<file path="src/rtl/amds_uart_tx_if.sv">
// Handshake and data bundle between an ADC sample source and the AMDS UART transmitter.
// The source (master) supplies the trigger and samples; the transmitter (slave) drives the line and status.
interface amds_uart_tx_if;
    logic        start_tx;
    logic [15:0] adc_din0;
    logic [15:0] adc_din1;
    logic [15:0] adc_din2;
    logic [15:0] adc_din3;
    logic        dout;
    logic        busy;
    logic        tx_done;
    logic [15:0] counter_tx_complete;
    logic [15:0] counter_start_ignored;

    modport master (
        output start_tx, adc_din0, adc_din1, adc_din2, adc_din3,
        input  dout, busy, tx_done, counter_tx_complete, counter_start_ignored
    );

    modport slave (
        input  start_tx, adc_din0, adc_din1, adc_din2, adc_din3,
        output dout, busy, tx_done, counter_tx_complete, counter_start_ignored
    );
endinterface

</file>
<file path="src/rtl/amds_uart_tx.sv">
// AMDS ADC link transmitter: on start_tx, snapshots four 16-bit samples and sends
// 12 bytes (header, MSB, LSB per channel) as 8N1 frames on an idle-high line.
module amds_uart_tx #(
    parameter int CLKS_PER_BIT = 8,
    parameter int GAP_CLKS     = 0
) (
    input  logic         clk,
    input  logic         rst_n,
    amds_uart_tx_if.slave bus
);
    typedef enum logic [2:0] {IDLE, START, DATA, STOP, GAP} state_t;

    localparam int CW = $clog2(CLKS_PER_BIT);
    localparam int GW = (GAP_CLKS > 1) ? $clog2(GAP_CLKS) : 1;
    localparam logic [CW-1:0] BIT_LAST  = CW'(CLKS_PER_BIT - 1);
    localparam logic [GW-1:0] GAP_LAST  = (GAP_CLKS > 0) ? GW'(GAP_CLKS - 1) : '0;
    localparam logic [3:0]    LAST_BYTE = 4'd11;

    state_t        state_q, state_d;
    logic [CW-1:0] clk_cnt_q, clk_cnt_d;
    logic [2:0]    bit_cnt_q, bit_cnt_d;
    logic [3:0]    byte_idx_q, byte_idx_d;
    logic [GW-1:0] gap_cnt_q, gap_cnt_d;
    logic          dout_q, dout_d;
    logic          tx_done_q, tx_done_d;
    logic [15:0]   cnt_done_q, cnt_done_d;
    logic [15:0]   cnt_ign_q, cnt_ign_d;
    logic          load;
    logic          bit_end;
    logic [7:0]    cur_byte;
    logic [15:0]   din_w  [4];
    logic [15:0]   snap_w [4];

    assign din_w[0] = bus.adc_din0;
    assign din_w[1] = bus.adc_din1;
    assign din_w[2] = bus.adc_din2;
    assign din_w[3] = bus.adc_din3;

    // Samples are frozen at acceptance so input changes cannot tear a transmission.
    for (genvar gi = 0; gi < 4; gi++) begin : snap_g
        logic [15:0] word_q;
        always_ff @(posedge clk) begin
            if (!rst_n) begin
                word_q <= '0;
            end else if (load) begin
                word_q <= din_w[gi];
            end
        end
        assign snap_w[gi] = word_q;
    end

    always_comb begin
        cur_byte = 8'hFF;
        case (byte_idx_q)
            4'd0:    cur_byte = 8'h90;
            4'd1:    cur_byte = snap_w[0][15:8];
            4'd2:    cur_byte = snap_w[0][7:0];
            4'd3:    cur_byte = 8'h91;
            4'd4:    cur_byte = snap_w[1][15:8];
            4'd5:    cur_byte = snap_w[1][7:0];
            4'd6:    cur_byte = 8'h92;
            4'd7:    cur_byte = snap_w[2][15:8];
            4'd8:    cur_byte = snap_w[2][7:0];
            4'd9:    cur_byte = 8'h93;
            4'd10:   cur_byte = snap_w[3][15:8];
            4'd11:   cur_byte = snap_w[3][7:0];
            default: cur_byte = 8'hFF;
        endcase
    end

    assign bit_end = (clk_cnt_q == BIT_LAST);

    always_comb begin
        state_d    = state_q;
        clk_cnt_d  = clk_cnt_q;
        bit_cnt_d  = bit_cnt_q;
        byte_idx_d = byte_idx_q;
        gap_cnt_d  = gap_cnt_q;
        tx_done_d  = 1'b0;
        cnt_done_d = cnt_done_q;
        cnt_ign_d  = cnt_ign_q;
        load       = 1'b0;
        dout_d     = 1'b1;

        if (state_q != IDLE && bus.start_tx) begin
            cnt_ign_d = cnt_ign_q + 16'd1;
        end

        case (state_q)
            IDLE: begin
                if (bus.start_tx) begin
                    load       = 1'b1;
                    state_d    = START;
                    clk_cnt_d  = '0;
                    bit_cnt_d  = '0;
                    byte_idx_d = '0;
                end
            end
            START: begin
                if (bit_end) begin
                    clk_cnt_d = '0;
                    bit_cnt_d = '0;
                    state_d   = DATA;
                end else begin
                    clk_cnt_d = clk_cnt_q + CW'(1);
                end
            end
            DATA: begin
                if (bit_end) begin
                    clk_cnt_d = '0;
                    if (bit_cnt_q == 3'd7) begin
                        state_d = STOP;
                    end else begin
                        bit_cnt_d = bit_cnt_q + 3'd1;
                    end
                end else begin
                    clk_cnt_d = clk_cnt_q + CW'(1);
                end
            end
            STOP: begin
                if (bit_end) begin
                    clk_cnt_d = '0;
                    if (byte_idx_q == LAST_BYTE) begin
                        state_d    = IDLE;
                        tx_done_d  = 1'b1;
                        cnt_done_d = cnt_done_q + 16'd1;
                    end else begin
                        byte_idx_d = byte_idx_q + 4'd1;
                        if (GAP_CLKS == 0) begin
                            state_d = START;
                        end else begin
                            state_d   = GAP;
                            gap_cnt_d = '0;
                        end
                    end
                end else begin
                    clk_cnt_d = clk_cnt_q + CW'(1);
                end
            end
            GAP: begin
                if (gap_cnt_q == GAP_LAST) begin
                    state_d = START;
                end else begin
                    gap_cnt_d = gap_cnt_q + GW'(1);
                end
            end
            default: state_d = IDLE;
        endcase

        // Line level is registered from the next state so it changes together with busy.
        case (state_d)
            START:   dout_d = 1'b0;
            DATA:    dout_d = cur_byte[bit_cnt_d];
            default: dout_d = 1'b1;
        endcase
    end

    always_ff @(posedge clk) begin
        if (!rst_n) begin
            state_q    <= IDLE;
            clk_cnt_q  <= '0;
            bit_cnt_q  <= '0;
            byte_idx_q <= '0;
            gap_cnt_q  <= '0;
            dout_q     <= 1'b1;
            tx_done_q  <= 1'b0;
            cnt_done_q <= '0;
            cnt_ign_q  <= '0;
        end else begin
            state_q    <= state_d;
            clk_cnt_q  <= clk_cnt_d;
            bit_cnt_q  <= bit_cnt_d;
            byte_idx_q <= byte_idx_d;
            gap_cnt_q  <= gap_cnt_d;
            dout_q     <= dout_d;
            tx_done_q  <= tx_done_d;
            cnt_done_q <= cnt_done_d;
            cnt_ign_q  <= cnt_ign_d;
        end
    end

    assign bus.dout                  = dout_q;
    assign bus.busy                  = (state_q != IDLE);
    assign bus.tx_done               = tx_done_q;
    assign bus.counter_tx_complete   = cnt_done_q;
    assign bus.counter_start_ignored = cnt_ign_q;
endmodule

</file>
<file path="src/flat_wrapper.sv">
// flat-port wrapper written by rule: the top's interface ports become plain ports
module amds_uart_tx_flat 
#(
    parameter int CLKS_PER_BIT = 8,
    parameter int GAP_CLKS     = 0
)
  (clk, rst_n, bus_start_tx, bus_adc_din0, bus_adc_din1, bus_adc_din2, bus_adc_din3, bus_dout, bus_busy, bus_tx_done, bus_counter_tx_complete, bus_counter_start_ignored);
  amds_uart_tx_if bus_i ();
  input  logic clk;
  input  logic rst_n;
  input wire logic [$bits(bus_i.start_tx)-1:0] bus_start_tx;
  input wire logic [$bits(bus_i.adc_din0)-1:0] bus_adc_din0;
  input wire logic [$bits(bus_i.adc_din1)-1:0] bus_adc_din1;
  input wire logic [$bits(bus_i.adc_din2)-1:0] bus_adc_din2;
  input wire logic [$bits(bus_i.adc_din3)-1:0] bus_adc_din3;
  output wire logic [$bits(bus_i.dout)-1:0] bus_dout;
  output wire logic [$bits(bus_i.busy)-1:0] bus_busy;
  output wire logic [$bits(bus_i.tx_done)-1:0] bus_tx_done;
  output wire logic [$bits(bus_i.counter_tx_complete)-1:0] bus_counter_tx_complete;
  output wire logic [$bits(bus_i.counter_start_ignored)-1:0] bus_counter_start_ignored;
  assign bus_i.start_tx = bus_start_tx;
  assign bus_i.adc_din0 = bus_adc_din0;
  assign bus_i.adc_din1 = bus_adc_din1;
  assign bus_i.adc_din2 = bus_adc_din2;
  assign bus_i.adc_din3 = bus_adc_din3;
  assign bus_dout = bus_i.dout;
  assign bus_busy = bus_i.busy;
  assign bus_tx_done = bus_i.tx_done;
  assign bus_counter_tx_complete = bus_i.counter_tx_complete;
  assign bus_counter_start_ignored = bus_i.counter_start_ignored;
  amds_uart_tx #(.CLKS_PER_BIT(CLKS_PER_BIT), .GAP_CLKS(GAP_CLKS)) u_core (.clk(clk), .rst_n(rst_n), .bus(bus_i));
endmodule
</file>
<file path="config.mk">
export PLATFORM = sky130hd
export DESIGN_NAME = amds_uart_tx_flat
export DESIGN_NICKNAME = d
export VERILOG_FILES = /design/src/rtl/amds_uart_tx_if.sv /design/src/rtl/amds_uart_tx.sv /design/src/flat_wrapper.sv
export SDC_FILE = /design/constraint.sdc
export NUM_CORES = 1
export LEC_CHECK = 0
export CAP_MARGIN = 40
export CORE_MARGIN = 5
export CORE_UTILIZATION = 33
export DETAILED_ROUTE_END_ITERATION = 10
export GPL_ROUTABILITY_DRIVEN = 0
export HOLD_SLACK_MARGIN = 0.06
export PLACE_DENSITY = 0.53
export SLEW_MARGIN = 20
export SYNTH_ARGS = -nofsm -noshare
export SYNTH_HDL_FRONTEND = slang
export SYNTH_SLANG_ARGS = --single-unit
</file>
<file path="constraint.sdc">
create_clock -name clk -period 4.7 [get_ports clk]
set_input_delay 0.705 -clock clk [delete_from_list [all_inputs] [get_ports clk]]
set_output_delay 0.705 -clock clk [all_outputs]
set_load 0.03 [all_outputs]
</file>
Yosys cells after proc, flatten, opt, wreduce, memory -nomap -nowiden
Index checks and enable logic that the tools add are counted.
{"block": "totals", "reg_bits": 112, "inputBits": 67, "wordCells": 81}
{"block": "op_classes", "add_sub_neg": 6, "magnitude_cmp": 1, "n_eq_ne": 22, "muxes": 28, "reduce_logical": 11}
{"op": "8-bit one-hot mux with 12 select lines", "count": 1}
{"op": "3-bit two-way mux", "count": 12}
{"op": "16-bit by 1-bit adder with 16-bit output (second input constant)", "count": 2}
{"op": "4-bit by 3-bit == test with 1-bit output (second input constant)", "count": 4}
{"op": "4-bit == test (second input constant)", "count": 4}
{"op": "3-bit one-hot mux with 5 select lines", "count": 1}
{"op": "4-bit two-way mux", "count": 3}
{"op": "3-bit by 2-bit == test with 1-bit output (second input constant)", "count": 3}
{"op": "3-bit == test (second input constant)", "count": 3}
{"op": "3-bit one-hot mux with 3 select lines", "count": 1}
{"op": "4-bit by 2-bit == test with 1-bit output (second input constant)", "count": 2}
{"op": "4-bit one-hot mux with 2 select lines", "count": 1}
{"op": "3-bit by 1-bit adder with 3-bit output (second input constant)", "count": 2}
{"op": "3-bit by 1-bit == test with 1-bit output (second input constant)", "count": 2}
{"op": "1-bit two-way mux", "count": 6}
{"op": "3-bit one-hot mux with 2 select lines", "count": 1}
{"op": "3-bit AND reduction", "count": 2}
{"op": "4-bit by 1-bit adder with 4-bit output (second input constant)", "count": 1}
{"op": "4-bit by 1-bit == test with 1-bit output (second input constant)", "count": 1}
{"op": "4-bit logical NOT", "count": 1}
{"op": "3-bit by 4-bit less-than comparator with 1-bit output (second input constant)", "count": 1}
{"op": "2-bit inequality test (second input constant)", "count": 2}
{"op": "4-bit AND reduction", "count": 1}
{"op": "2-bit nonzero test", "count": 2}
{"op": "other kinds (9)", "count": 9}

Longest topological paths before layout
Gate-level depths: netlist of the first run.
{"block": "depth", "depth_word": 7, "ltp_mapped": 10, "ltp_nobuf": 8}

Least setup slack after synthesis of the first run
No wires, ideal clock.
{"block": "synth_path", "path_type": "register to register", "from": "register u_core.clk_cnt_q[0]", "to": "register u_core.dout_q (netlist: u_core.bus.dout)", "arrival_ps": 2217, "required_time_ps": 4575, "slack_ps": 2358, "path_stages_with_launch": 9, "synth_period_minus_slack_ps": 2342, "path_cell_list": "dfxtp_1 > ha_1 > ha_1 > nand2_1 > o32a_1 > a211o_1 > or4_1 > a32oi_1 > a31oi_1"}
{"block": "synth_via", "elab_chain_cells": 6, "elab_cells_between_ends": 13}
{"element": "start, declared", "line": "amds_uart_tx.sv:20", "text": "logic [CW-1:0] clk_cnt_q, clk_cnt_d;"}
{"element": "start signal, assigned", "line": "amds_uart_tx.sv:171", "text": "clk_cnt_q <= clk_cnt_d;"}
{"element": "3-bit == test *", "line": "amds_uart_tx.sv:71", "text": "assign bit_end = (clk_cnt_q == BIT_LAST);"}
{"element": "3-bit two-way mux, on equally long branches", "line": "amds_uart_tx.sv:109, amds_uart_tx.sv:100"}
{"element": "3-bit one-hot mux with 3 select lines", "line": "amds_uart_tx.sv:89", "text": "case (state_q)"}
{"element": "1-bit binary-select mux with 3-bit select", "line": "amds_uart_tx.sv:153", "text": "DATA: dout_d = cur_byte[bit_cnt_d];"}
{"element": "1-bit two-way mux (implied by the code)", "line": "amds_uart_tx.sv:153"}
{"element": "1-bit one-hot mux with 2 select lines *", "line": "amds_uart_tx.sv:151", "text": "case (state_d)"}
{"element": "end signal, assigned", "line": "amds_uart_tx.sv:175", "text": "dout_q <= dout_d;"}
{"element": "end, declared", "line": "amds_uart_tx.sv:24", "text": "logic dout_q, dout_d;"}
Every way passes the cells marked *; elsewhere a longest branch is shown, timed or not. The select of a mux whose other input is x is not followed.
A chain may end at the register's enable or synchronous reset.

Worst setup path in the final report of the first run
{"block": "layout_path", "from": "register u_core.state_q[2]", "to": "output port bus_busy"}
{"block": "layout_via", "elab_chain_cells": 1}
{"element": "start, declared", "line": "amds_uart_tx.sv:19", "text": "state_t state_q, state_d;"}
{"element": "start signal, assigned", "line": "amds_uart_tx.sv:170", "text": "state_q <= state_d;"}
{"element": "3-bit nonzero test", "line": "amds_uart_tx.sv:183", "text": "assign bus.busy = (state_q != IDLE);"}
{"element": "end, declared", "line": "flat_wrapper.sv:17", "text": "output wire logic [$bits(bus_i.busy)-1:0] bus_busy;"}
No other way between the ends.

==> results of run 1 <==
[cells in the final DEF, fill, tap and decap left out, types with 3 or more instances in the layout]
cell             synthesis  routed
nand2_1                155     154
dfxtp_1                111     111
clkdlybuf4s50_1          0     101
a21oi_1                 84      84
nor2_1                  41      41
nand3_1                 20      20
xor2_1                  18      18
a22oi_1                 14      14
o21ai_0                 10      10
ha_1                    10      10
nand4_1                  9       9
nor3_1                   9       9
clkbuf_16                0       9
mux2i_1                  8       8
xnor2_1                  8       8
or3_1                    7       7
inv_1                    7       6
and2_1                   7       6
nor2b_1                  5       5
and3_1                   4       4
a211oi_1                 4       4
o22ai_1                  4       4
nand3b_1                 3       3
nand2b_1                 3       3
a221oi_1                 3       3
clkinv_2                 0       3
[path summary, 6_finish.rpt]
kind | start | to | slack, ps | cells after the start
hold / removal | u_core.snap_g[1].word_q[1]$_SDFFE_PN0P_ | u_core.snap_g[1].word_q[1]$_SDFFE_PN0P_ | 460 | 2
setup reg to reg | u_core.clk_cnt_q[0]$_SDFFE_PN0P_ | u_core.bus.dout$_SDFF_PN1_ | 2080 | 8
hold reg to reg | u_core.snap_g[1].word_q[1]$_SDFFE_PN0P_ | u_core.snap_g[1].word_q[1]$_SDFFE_PN0P_ | 460 | 2
setup / recovery | u_core.state_q[2]$_SDFF_PN0_ | bus_busy | 1890 | 4
[per-layer routing]
layer / up-vias / global-route usage, % / wire, um
li1: 2299 / - / -
met1: 2086 / 20.24 / 6432
met2: 100 / 24.67 / 6226
met3: 25 / 3.493 / 612
met4: 0 / 6.986 / 386
met5: - / 0 / 0
[stage by stage]
| step | setup WS, ps | hold WS, ps | instances |
|---|---|---|---|
| 6_report | 1895 | 455.2 | 890 |
| 5_1_grt | 1708 | 471.5 | 890 |
| 4_1_cts | 1871 | 457.0 | 889 |
| 3_5_place_dp | 1756 | 447.1 | 873 |
| 3_3_place_gp | 1807 | 444.7 | 870 |
| 2_1_floorplan | 2358 | 435.7 | 625 |
[worst max-delay path, stage by stage (launching register included)]
cell             delay, ps
dfxtp_1                400
or2_1                  280
nor2_1                 350
inv_1                  110
clkdlybuf4s50_1        610
[state kept, by name, indices dropped and copies added (netlist names)]
name,cells
u_core.bit_cnt_q,3
u_core.bus.counter_start_ignored,16
u_core.bus.counter_tx_complete,16
u_core.bus.dout,1
u_core.bus.tx_done,1
u_core.byte_idx_q,4
u_core.clk_cnt_q,3
u_core.snap_g.word_q,64
u_core.state_q,3
[layout make-up]
cell class | instances | area (um^2)
clock buffer | 10 | 229.0
multi-input combinational | 465 | 2537
fill | 1477 | 8250
clock inverter | 6 | 61.31
inverter | 7 | 26.28
tap | 184 | 230.2
timing repair buffer | 107 | 1087
sequential | 111 | 2222
[report_power, final]
| part | internal (W) | total (W) | switching [W] | leakage, nW |
|---|---|---|---|---|
| sequential | 0.000969 | 0.000989 | 0.0000191 | 0.901 |
| combinational | 0.0000836 | 0.000165 | 0.0000818 | 1.13 |
| clock | 0.000412 | 0.000758 | 0.000346 | 0.142 |
| total | 0.00146 | 0.00191 | 0.000447 | 2.18 |
[cells by family after synthesis]
| group | Yosys count | share of synthesized area, % |
|---|---|---|
| mux | 9 | 1.846 |
| flops | 111 | 44.91 |
| other cells | 1 | 0.07578 |
| compound gates | 142 | 17.27 |
| simple gates | 277 | 24.88 |
| fa+ha+maj | 10 | 2.528 |
| xor+xnor | 26 | 4.602 |
| buf+inv | 49 | 3.894 |
==> results by group, run 1 <==
Cells and area
  – Ant diodes: 0
  – Finished layout cell area: ~6400 um^2
  – Synthesis-to-layout area growth: 29.20%
  – Final design utilization: 43.66%
  – Fraction of layout cells with a size suffix above 1: between 3 and 4%
  – Post-layout net count: between 700 and 800

Floorplan
  – Die footprint: 17,540 um^2
  – Core area: roughly 15,000 um^2
  – Die height: approximately 130 um
  – Initial core utilization: roughly a third
  – Die X: roughly 130 um
  – Io pins: between 100 and 150
  – Row cnt: 44

Worst setup path
  – CP Data Required Time: roughly 4000 ps
  – Critical Path Source Type: register
  – CP Max Fanout: 11
  – Nature of the critical path endpoint: output port
  – Worst EP arrival: about 2100 ps
  – Worst setup path class: reg2out

Synthesis
  – Seq/Total Area, Yosys: 44.91%
  – Area leader, netlist: dfxtp_1
  – Syn_area_per_cell: 7.918 um^2
  – Mapped Cells: 625
  – Mapped cell area: 4948 um^2
  – Library cells used by synthesis: 56
  – Top post-synthesis cells by area: dfxtp_1 45%, nand2_1 12%, a21oi_1 8.5%, xor2_1 3.2%, nor2_1 3.1%
  – Post-synth EDFFs: 0
  – #FFs+latches synth: 111
  – Most common cell in the netlist: nand2_1
  – Synth Flop Type: dfxtp_1
  – Synth warn: 0
  – FFs w/ async S/R, synth: 0%
  – Post-Syn Nets: between 700 and 800
  – Post-synth top cells: 155 x nand2_1, 111 x dfxtp_1, 84 x a21oi_1
  – Share of the synthesized area in the top cell type: ~45%

STA
  – Worst-Margin Slew: ~800 ps
  – Max-slew headroom: 46.56%
  – Slew Limit Fails: 0
  – Final Cycle Share: 59.69%
  – Final Skew: between 8 and 9 ps
  – RSZ-0062 raised after global routing: false
  – Setup_tns: 0 ps
  – Fin crit period: about 2800 ps
  – Setup violations, final: 0
  – Hold Vio Cnt, Final: 0
  – Fmax: about 360 MHz

Clocking
  – Inserted Clock Buffers: 9
  – Post-CTS Setup Inserts: 0
  – CTS root buffer: clkbuf_16
  – CTS max path bufs: 2
  – H-tree Lvls: 3
  – Clock transition at path regs: around 70 ps
  – Clk sink count: around 110
  – CTS tree: built
  – Cts hold-fix bufs: 0
  – Post_cts resized: 0
  – Worst-skew pair later-pin latency: 350 ps

Global route
  – Initial antenna violation count: 0
  – Largest net degree at the start of global routing: between 50 and 60
  – Grt ovf: 0
  – GRT Util Overall: between 15 and 20%
  – Via count of the first global-routing pass: roughly 4,400
  – Global-route wire length before repair: between 20,000 and 25,000 um

Route
  – Final WL: roughly 14,000 um
  – Vias/cell: just over 5
  – First-pass DRT Iterations: 4
  – DRT antenna net count: 0
  – DR vias: about 4,500
  – WL/cell: approximately 15 um
  – DR DRC count: 0
  – Drt initial violations: 277

Run
  – MaxCap Viol Count: 0

Power
  – P_leak: approximately 2.2 nW
  – Total Power: ~0.0019 W
  – VDD IR max: between 0.15 and 0.2 mV
  – Pwr/cell area: around 300 nW/um^2

Outcome
  – Run status: complete, no violations

Placement
  – Post-DP HPWL: between 9000 and 10,000 um
  – PortBufs: 101
  – Placed Area: 6092 um^2

Worst hold path
  – Hold WC Path Type: reg2reg
(Power assumes the default switching activity.)
==> run 2, diff against run 1 <==
Settings changed: PLACE_DENSITY 0.53 to 0.55.
Clock period 4.7 ns to 2.49 ns, I/O delays scaled along.
==> results by group, run 2 (synthesis results as in run 1) <==
Worst setup path
  – CP dominant cell by count: ha_1
  – Top delay family on crit path: compound AO/OA/AOI/OAI gates
  – CP Data Required Time: 2730 ps
  – Critical Path Source Type: register
  – Nature of the critical path endpoint: register
  – CP Max Fanout: 4
  – RR Endpoint: u_core.bus.dout$_SDFF_PN1_
  – Slowest stage cell, crit path: or4_1
  – CP Depth: 8
  – Max incr delay on CP: around 540 ps
  – Worst R2R Setup Slack: between 100 and 150 ps
  – Worst-path cell chain: ha_1 -> ha_1 -> nand2_1 -> o32a_1 -> a211o_1 -> or4_1 -> a32oi_1 -> a31oi_1
  – Worst EP arrival: roughly 2600 ps
  – Reg2reg path depth: 8
  – Worst r2r src: u_core.clk_cnt_q[1]$_SDFFE_PN0P_
  – Crit path buf inv count: 0
  – Worst setup path class: reg2reg

STA
  – Final Cycle Share: a little over nine tenths
  – Fin crit period: ~2400 ps
  – Final Skew: ~8.5 ps
  – RSZ-0062 raised after global routing: false
  – Hold Vio Cnt, Final: 0
  – Setup_tns: 0 ps
  – Fmax: between 400 and 500 MHz
  – Setup violations, final: 0
  – Slew Limit Fails: 0
  – Max-slew headroom: a little over half
  – Worst-Margin Slew: just over 700 ps

Clocking
  – CTS tree: built
  – Cts hold-fix bufs: 0
  – Clock transition at path regs: about 70 ps
  – H-tree Lvls: 3
  – CTS root buffer: clkbuf_16
  – Worst-skew pair later-pin latency: approximately 360 ps
  – Clk sink count: between 100 and 150
  – CTS max path bufs: 2
  – Inserted Clock Buffers: 9

Power
  – VDD IR max: ~0.33 mV
  – P_leak: ~2.3 nW
  – Pwr/cell area: between 500 and 600 nW/um^2

Cells and area
  – Number of flip-flops in the largest register: 64
  – Post-layout net count: around 800
  – Most common cell after layout, fill and taps aside: nand2_1
  – Top reg by flops: u_core.snap_g.word_q
  – Commonest non-fill, non-tap cells in the layout: 154 x nand2_1, 110 x dfxtp_1, 101 x clkdlybuf4s50_1
  – Ant diodes: 0
  – Synthesis-to-layout area growth: 32.47%
  – Cell Count, Final, Fillers Out: 909
  – Fraction of layout cells with a size suffix above 1: about 6.3%

Floorplan
  – Die height: 132.5 um
  – Initial core utilization: 33.79%
  – Die footprint: ~18,000 um^2
  – Io pins: between 100 and 150
  – Row cnt: 44
  – Die X: approximately 130 um
  – Core area: roughly 15,000 um^2

Worst hold path
  – Hold WC Path Type: reg2reg
  – Hold path startpoint: u_core.snap_g[2].word_q[11]$_SDFFE_PN0P_
  – Hold path cells: 2
  – Hold Crit Endpoint: u_core.snap_g[2].word_q[11]$_SDFFE_PN0P_

Route
  – Drt initial violations: 213
  – Met2 Wirelength: 6419 um
  – Vias/cell: between 5 and 6
  – Top sig layer: met4
  – DRT antenna net count: 0
  – DR vias: between 4,000 and 5,000
  – Metal-1 WL: between 6000 and 7000 um
  – DR DRC count: 0
  – First-pass DRT Iterations: 5
  – Met3 wire length: 617 um
  – Final WL: about 14,000 um
  – WL/cell: around 15 um

Global route
  – Via count of the first global-routing pass: 4,528
  – Global-route wire length before repair: ~22,000 um
  – Largest net degree at the start of global routing: between 40 and 50
  – GRT Util Overall: between 15 and 20%
  – Grt ovf: 0
  – Initial antenna violation count: 0

Placement
  – PortBufs: roughly 100
  – Post-DP HPWL: between 10,000 and 15,000 um
  – Inst Count DP: 893

Run
  – MaxCap Viol Count: 0

Outcome
  – Run status: complete, no violations
==> run 2: timing repair <==
item,in CTS,in global routing
resized for setup,0,2
setup buffers,0,1
endpoints found under the setup margin,0,1
==> run 2: worst max path at each step <==
stage,startpoint,to,slack (ps)
3_3_place_gp,bus_start_tx,u_core.bus.dout$_SDFF_PN1_,80
5_1_grt,u_core.clk_cnt_q[1]$_SDFFE_PN0P_,u_core.bus.dout$_SDFF_PN1_,5
3_5_place_dp,bus_start_tx,u_core.bus.dout$_SDFF_PN1_,50
2_1_floorplan,u_core.clk_cnt_q[0]$_SDFFE_PN0P_,u_core.bus.dout$_SDFF_PN1_,150
4_1_cts,u_core.clk_cnt_q[0]$_SDFFE_PN0P_,u_core.bus.dout$_SDFF_PN1_,50
6_report,u_core.clk_cnt_q[1]$_SDFFE_PN0P_,u_core.bus.dout$_SDFF_PN1_,100
==> run 2: tightest hold or removal path, delay by kind of cell, from the launching register on <==
family,cells,cell delay [ps]
DFF,1,310
and+or+nand+nor,1,50
AOI/OAI and AO/OA,1,50
==> run 2: routing by layer <==
metal	global-route usage, %	up-vias
met3	3.607	22
met1	20.23	2161
met2	24.96	102
met4	5.716	0
met5	0	-
li1	-	2333
==> run 2: cell type report <==
class / instances / area (um^2)
clock inverters: 3 / 67.56
inverters: 7 / 26.28
flip-flops and latches: 111 / 2223
fillers: 1462 / 8089
multi-input cells: 465 / 2542
clock buffers: 12 / 246.5
repair buffers: 127 / 1219
well taps: 184 / 230.2
==> run 2: where the power goes <==
part / internal [W] / leakage (nW) / switching [W]
Combinational: 0.000165 / 1.23 / 0.000154
Sequential: 0.00183 / 0.902 / 0.0000376
Clock: 0.000905 / 0.149 / 0.000635
Total: 0.00290 / 2.28 / 0.000826
==> run 2: metrics by stage <==
| step | hold WS [ps] | instance area [um^2] | setup WS, ps | utilization, % | total power (W) |
|---|---|---|---|---|---|
| after floorplan | 435.7 | 4949 | 148.1 | - | 0.002052 |
| after global placement | 445.2 | 6227 | 81.99 | 42.52 | 0.002226 |
| after detailed placement | 447.7 | 6227 | 53.96 | 42.52 | 0.002233 |
| after CTS | 457.6 | 6541 | 53.06 | 44.67 | 0.003775 |
| after global routing | 473.1 | 6555 | 4.961 | 44.76 | 0.003883 |
| final | 452.9 | 6555 | 101.0 | 44.76 | 0.003727 |
==> run 3, diff against run 2 <==
Settings changed: TNS_END_PERCENT from default to 5.
==> results of run 3 <==
Final layout, timing and power as in run 2 (identical DEF).
